==> src/rtl/mult_accum.sv <==
// mult_accum: sums groups of consecutive 64-bit products into wide results, 2-entry result queue with sticky drop.
// Define MULT_ACCUM_SAT_EN for saturating accumulation; default build wraps modulo 2^ACCW.
module mult_accum #(
    parameter int ACCW = 72,
    parameter int CNTW = 8
) (
    input  logic            clk,
    input  logic            rst_n,
    input  logic            clr,
    input  logic [CNTW-1:0] len,
    input  logic            vldin,
    input  logic [63:0]     din,
    output logic            vldout,
    input  logic            rdy,
    output logic [ACCW-1:0] sum,
    output logic            busy,
    output logic            drop
);
    localparam logic [0:0] IDLE = 1'b0;
    localparam logic [0:0] ACC  = 1'b1;

    logic [0:0]      state_q, state_d;
    logic [CNTW-1:0] rem_q, rem_d;
    logic [ACCW-1:0] acc_q, acc_d;
    logic [ACCW-1:0] q0_q, q0_d, q1_q, q1_d;
    logic [1:0]      cnt_q, cnt_d;
    logic            drop_q, drop_d;
    logic [ACCW-1:0] add_res, grp_val;
    logic            push, pop, last;

`ifdef MULT_ACCUM_SAT_EN
    logic [ACCW:0] add_full;
    assign add_full = {1'b0, acc_q} + (ACCW+1)'(din);
    assign add_res  = add_full[ACCW] ? {ACCW{1'b1}} : add_full[ACCW-1:0];
`else
    assign add_res  = acc_q + ACCW'(din);
`endif

    // rem holds products still owed after the current one; len-1 wraps so len=0 yields a 2^CNTW group
    assign grp_val = (state_q == IDLE) ? ACCW'(din) : add_res;
    assign last    = (state_q == IDLE) ? (len == CNTW'(1)) : (rem_q == CNTW'(1));
    assign pop     = vldout && rdy;

    always_comb begin
        state_d = state_q;
        rem_d   = rem_q;
        acc_d   = acc_q;
        push    = 1'b0;
        if (vldin) begin
            acc_d   = grp_val;
            rem_d   = (state_q == IDLE) ? len - CNTW'(1) : rem_q - CNTW'(1);
            push    = last;
            state_d = last ? IDLE : ACC;
        end
        if (clr) begin
            state_d = IDLE;
            rem_d   = '0;
            acc_d   = '0;
            push    = 1'b0;
        end
    end

    // queue is a two-stage shift register with q0 as head, so sum is a plain register
    always_comb begin
        q0_d   = q0_q;
        q1_d   = q1_q;
        cnt_d  = cnt_q;
        drop_d = drop_q;
        if (pop) begin
            q0_d  = (cnt_q == 2'd2) ? q1_q : q0_q;
            cnt_d = cnt_q - 2'd1;
        end
        if (push) begin
            if (cnt_d == 2'd2) begin
                drop_d = 1'b1;
            end else begin
                q0_d  = (cnt_d == 2'd0) ? grp_val : q0_d;
                q1_d  = (cnt_d == 2'd1) ? grp_val : q1_d;
                cnt_d = cnt_d + 2'd1;
            end
        end
        if (clr) begin
            cnt_d  = 2'd0;
            drop_d = 1'b0;
        end
    end

    always_ff @(posedge clk or negedge rst_n) begin
        if (!rst_n) begin
            state_q <= IDLE;
            rem_q   <= '0;
            acc_q   <= '0;
            q0_q    <= '0;
            q1_q    <= '0;
            cnt_q   <= 2'd0;
            drop_q  <= 1'b0;
        end else begin
            state_q <= state_d;
            rem_q   <= rem_d;
            acc_q   <= acc_d;
            q0_q    <= q0_d;
            q1_q    <= q1_d;
            cnt_q   <= cnt_d;
            drop_q  <= drop_d;
        end
    end

    assign vldout = cnt_q != 2'd0;
    assign sum    = q0_q;
    assign busy   = state_q == ACC;
    assign drop   = drop_q;
endmodule

==> config.mk <==
export PLATFORM = sky130hd
export DESIGN_NAME = mult_accum
export DESIGN_NICKNAME = d
export VERILOG_FILES = /design/src/rtl/mult_accum.sv
export SDC_FILE = /design/constraint.sdc
export NUM_CORES = 1
export LEC_CHECK = 0
export CORE_MARGIN = 4
export CORE_UTILIZATION = 30
export DETAILED_ROUTE_END_ITERATION = 6
export PLACE_DENSITY_LB_ADDON = 0.08
export RECOVER_POWER = 50
export REMOVE_ABC_BUFFERS = 1
export SYNTH_ARGS = -nofsm -noshare
export SYNTH_HDL_FRONTEND = slang
export SYNTH_SLANG_ARGS = --single-unit
export TNS_END_PERCENT = 30
==> constraint.sdc <==
create_clock -name clk -period 9.05 [get_ports clk]
set_input_delay 0.905 -clock clk [delete_from_list [all_inputs] [get_ports clk]]
set_output_delay 0.905 -clock clk [all_outputs]
set_load 0.1 [all_outputs]
==> flow_summary_export.csv, run 1 <==
group,metric,value,unit
clocking,post_cts_buffers,0,
timing,skew,0.01729,ns
drt,routed_via_density,5.335,
setup_path,worst-path-max-fanout,61,
power,pwr-share-clk,0.241,
clocking,worstSkewPairLatency,0.57,ns
synthesis,syn_inst,1788,
global_route,first_global_vias,13114,
clocking,cts_root_buf,"clkbuf_16",
clocking,cts_resized,0,
power,p_int,2.528,mW
clocking,cts_sinks,228,
global_route,grt_usage,0.1796,
drt,antenna_left,0,
hold_path,holdCritPathClass,"reg2reg",
synthesis,ys_warn_count,0,
timing,fin_crit_sh,0.6479,
global_route,grt_pass1_wl,77140,um
die,rows,80,
run,cap_violations,5,
synthesis,seq_area_frac_synth,0.3888,
setup_path,cp-start-kind,"primary input",
run_status,violations,"capacitance limit, slew limit",
die,die_y,229.2,um
layout,nets,2013,
timing,rsz0062_at_grt,"false",
setup_path,cp.required,9.50,ns
clocking,tritoncts,"yes",
die,start_util,0.3054,
synthesis,ys_seq_elements,228,
synthesis,async_flop_share,1.000,
synthesis,synth-edff-count,0,
die,core_area,48050,um^2
drt,wl_per_cell,19.44,um
layout,syn2layout_area_growth,19.66,%
drt,drc,0,
power,peakVddDrop,210.2,uV
layout,fin_util,0.3655,
clocking,hold_buffers,0,
clocking,clkTransAtPathRegs,0.06,ns
die,io_pins,152,
drt,num_vias,13299,
synthesis,synth_top_flop_cell,"dfrtp_1",
synthesis,avgSynthCellArea,8.208,um^2
setup_path,cp.arrival,6.32,ns
placement,portBuffers,151,
clocking,htreeDepth,1,
clocking,cts_buffers,30,
placement,gp_congestion,0.8756,
timing,finalMaxSlewViolations,299,
setup_path,r2r_slack,4.33,ns
synthesis,synthTopCellsByArea,"dfrtp_1, nand2_1, a21oi_1, ha_1, nor2_1",
global_route,grt_overflow_total,0,
setup_path,crit_type,"in2reg",
drt,initialDrtViolationCount,882,
die,die_w,229.2,um
synthesis,ys_types,73,
power,seqPwrFrac,0.279,
timing,min_period,5.864,ns
power,swShare,0.4766,
power,power_density,275.1,nW/um^2
layout,drive_gt1_frac,0.04313,
synthesis,synth_top_cell_by_area,"dfrtp_1",
drt,drtPass1Iterations,5,
global_route,grt_max_degree,155,
layout,diodes,0,
timing,setup_viol,0,
synthesis,synth_top_area_frac,0.3888,
timing,tightest_slew,4.408,ns
timing,setup_tns,0,ns
power,p_sw,2.302,mW
setup_path,cp-end-kind,"flop",
timing,hold_viol,0,
clocking,clockBufferDepth,3,
global_route,antenna_found_initial,1,
timing,relSlewSlack,-1.938,
drt,routed_wl,48450,um
synthesis,synth_area,14680,um^2
die,die-area,52520,um^2
placement,dp.final_hpwl,32720,um
power,combPwrFrac,0.480,
run_status,status,"finished with violations",
power,power.leakage,7.664,nW
timing,max_freq,170.5,MHz
==> state kept, by name, summed over array words and instances (netlist names) <==
register	count
acc_q	72
busy	1
cnt_q	2
drop	1
q1_q	72
rem_q	8
sum	72
==> worst paths after layout <==
check	startpoint	end	cells past startpoint
worst min-delay path	q1_q[15]	q1_q[15]	2
worst min register to register	q1_q[15]	q1_q[15]	2
min in group asynchronous	rst_n	sum[38]	1
max in group asynchronous	rst_n	busy	1
worst max register to register	acc_q[0]	acc_q[68]	12
worst max-delay path	clr	acc_q[67]	5
==> cells in the final DEF (no fill, tap or decap), types with 43 or more instances in the layout <==
master,n
nor2_1,173
o21ai_0,116
dfrtp_1,227
clkdlybuf4s50_1,132
nand2_1,305
mux2i_1,48
and3_1,71
xnor2_1,43
ha_1,74
a211oi_1,57
a21oi_1,193
==> kinds of logic after synthesis <==
family	share of synthesized area
mux	0.03351
fa+ha+maj	0.06446
buf+inv	0.03947
compound gates	0.2197
flops	0.3888
simple gates	0.2135
xor+xnor	0.04058
==> routing by layer <==
layer / GRT usage / vias to the layer above / wire (um)
met5: 0 / - / 0
met2: 0.2936 / 289 / 22250
met3: 0.02945 / 57 / 2305
met1: 0.2525 / 6447 / 22890
li1: - / 6506 / -
met4: 0.03537 / 0 / 1016
==> final cells by class <==
cell class                      count  area, um^2
Fill cell                        5011       30490
Multi-Input combinational cell   1408        8421
Sequential cell                   228        5709
Timing Repair Buffer              166        1610
Clock buffer                       42       887.1
Tap cell                          615       769.5
Inverter                           27       101.3
Clock inverter                      7       62.56
==> power groups by stage <==
stage | clock network [mW] | registers (mW) | logic, mW
floorplan | 0 | 2.42 | 0.660
global placement | 0 | 1.37 | 2.34
detailed placement | 0 | 1.37 | 2.34
CTS | 1.21 | 1.35 | 2.35
global route | 1.25 | 1.38 | 2.46
finish | 1.17 | 1.35 | 2.32
==> Yosys cell counts, types with 27 or more instances <==
library cell  instances
clkbuf_1            113
xnor2_1              43
nand2_1             307
dfrtp_1             228
a21oi_1             193
mux2i_1              48
ha_1                 74
o21ai_0             116
nor2_1              173
and3_1               72
nand3_1              29
a211oi_1             57
a21o_1               31
nand4_1              27
==> critical path, cell delays in order <==
cell,delay (ns)
clkbuf_1,1.34
clkbuf_1,2.51
nor2_1,0.78
nor4b_1,0.41
a311o_1,0.33
==> through the flow <==
step / power (mW) / instance area, um^2 / hold slack, ns / std cells / worst slack, ns
floorplan: 3.077 / 14200 / 0.4459 / 1663 / 0.9237
global placement: 3.705 / 16640 / 0.4611 / 2444 / 3.431
detailed placement: 3.709 / 16640 / 0.4677 / 2444 / 3.335
CTS: 4.916 / 17590 / 0.3145 / 2493 / 3.890
global route: 5.085 / 17560 / 0.4993 / 2493 / 2.762
finish: 4.831 / 17560 / 0.4771 / 2493 / 3.186
Note: power is estimated with default switching activity, not from simulation.
==> run 2: changes to the inputs <==
- clock period: 9.05 -> 5.6 ns (I/O delays scaled with it)
==> run 2 against run 1 <==
Effect of this change:
- the run ends with hold timing, capacitance limit, slew limit left
- non-clock buffer count is 8 higher
- hold slack worse by 0.49 ns
- clock power is 60% higher
==> flow_summary_export.csv, run 2 (synthesis results as in run 1) <==
group,metric,value,unit
run_status,status,"finished with violations",
timing,setup_tns,0,ns
setup_path,crit_chain,"clkbuf_1 > nor2_1 > a221oi_1 > nor2_1",
setup_path,crit_path_start,"busy",
setup_path,crit_buf_inv,1,
power,power.leakage,7.690,nW
setup_path,critPathMaxStageDelay,2.30,ns
timing,min_period,4.754,ns
setup_path,crit_type,"reg2reg",
timing,rsz0062_at_grt,"false",
hold_path,holdCritPathClass,"in2async",
die,io_pins,152,
run,cap_violations,4,
die,die_y,229.2,um
layout,syn2layout_area_growth,19.79,%
setup_path,cp-end-kind,"flop",
setup_path,worstReg2RegStart,"busy",
drt,antenna_left,0,
drt,routed_wl,48730,um
setup_path,worst_r2r_path_depth,4,
global_route,grt_pass1_wl,78200,um
layout,design_area,17580,um^2
drt,drc,0,
clocking,worstSkewPairLatency,0.57,ns
timing,hold_viol,2,
setup_path,r2r_slack,0.85,ns
placement,portBuffers,151,
clocking,post_cts_buffers,0,
placement,gp_congestion,0.9071,
setup_path,path_depth,4,
global_route,grt_overflow_total,0,
timing,tightest_slew,3.446,ns
setup_path,timing.critical_path.mode_cell,"nor2_1",
clocking,cts_sinks,228,
layout,drive_gt1_frac,0.04663,
setup_path,crit_path_end,"rem_q[6]",
layout,mostFrequentLayoutCell,"nand2_1",
timing,fin_crit_sh,0.8489,
power,power_density,443.4,nW/um^2
placement,dp_cells,2452,
layout,final_cell_mix,"nand2_1, dfrtp_1, a21oi_1",
timing,relSlewSlack,-1.298,
die,rows,80,
setup_path,cp.required,6.02,ns
timing,hold-worst-slack,-0.01048,ns
global_route,antenna_found_initial,0,
clocking,clockBufferDepth,3,
clocking,cts_buffers,29,
global_route,grt_max_degree,100,
power,peakVddDrop,350.2,uV
layout,fin_util,0.3659,
run_status,violations,"hold timing, capacitance limit, slew limit",
clocking,tritoncts,"yes",
setup_path,worst-path-max-fanout,49,
global_route,first_global_vias,13353,
clocking,clkTransAtPathRegs,0.06,ns
clocking,hold_buffers,0,
drt,drtPass1Iterations,5,
setup_path,cp-start-kind,"flop",
global_route,grt_usage,0.1829,
drt,num_vias,13314,
timing,finalMaxSlewViolations,271,
placement,place_area,16690,um^2
drt,routed_via_density,5.321,
placement,dp.final_hpwl,33490,um
clocking,cts_resized,0,
drt,initialDrtViolationCount,893,
setup_path,timing.rr.end,"rem_q[6]",
die,core_area,48050,um^2
layout,nets,2020,
setup_path,crit_family,"buffers and inverters",
die,start_util,0.3054,
die,die-area,52520,um^2
layout,diodes,0,
die,die_w,229.2,um
drt,wl_per_cell,19.48,um
clocking,htreeDepth,1,
timing,skew,0.01422,ns
setup_path,cp.arrival,5.18,ns
layout,stdcell_count,2502,
clocking,cts_root_buf,"clkbuf_16",
setup_path,slowest_stage,"clkbuf_1",
timing,max_freq,210.4,MHz
timing,setup_viol,0,
-- run 2: cell types whose count changed in the layout (fill, tap and decap cells not counted), moves of 2 or more --
cell             delta
buf_4               +8
clkbuf_1            +2
clkbuf_16           -2
clkbuf_2            +2
clkbuf_8            -2
clkdlybuf4s50_1     -2
dlygate4sd3_1       +2
-- run 2: per-stage QoR --
stage / setup WS, ns / power (mW)
after floorplan: -2.526 / 4.973
after global placement: 0.5341 / 5.990
after detailed placement: 0.4864 / 5.999
after CTS: 1.028 / 7.917
after global routing: 0.4340 / 8.205
final: 0.8463 / 7.795
-- run 2: worst min-delay path by stage --
stage               depth (start not counted)        end  slack [ns]    start
floorplan                                   0   acc_q[0]        0.26    rst_n
global placement                            2    q1_q[8]        0.46  q1_q[8]
detailed placement                          2    q1_q[2]        0.47  q1_q[2]
CTS                                         1  acc_q[37]        0.01    rst_n
global route                                1  acc_q[37]        0.05    rst_n
finish                                      1    sum[41]       -0.01    rst_n
-- run 2: final cells by class --
type | count | area, um^2
Fill cell | 5009 | 30470
Multi-Input combinational cell | 1408 | 8416
Sequential cell | 228 | 5707
Timing Repair Buffer | 174 | 1664
Clock buffer | 41 | 820.8
Tap cell | 615 | 769.5
Clock inverter | 9 | 101.3
Inverter | 27 | 101.3
-- run 2: worst reg2reg max path: stages (launching register included) --
cell,delay (ns)
dfrtp_2,1.21
clkbuf_1,2.32
nor2_1,0.59
a221oi_1,0.42
nor2_1,0.07
-- run 2: power breakdown --
part	total [mW]	switching, mW	internal [mW]
logic	3.76	2.76	0.994
registers	2.17	0.205	1.97
clock network	1.87	0.765	1.10
-- run 2: layer usage --
| layer | share of wire | global-route usage |
|---|---|---|
| met2 | 0.46 | 0.3001 |
| met5 | 0 | 0 |
| met4 | 0.022 | 0.04507 |
| met3 | 0.048 | 0.02845 |
| met1 | 0.47 | 0.2535 |
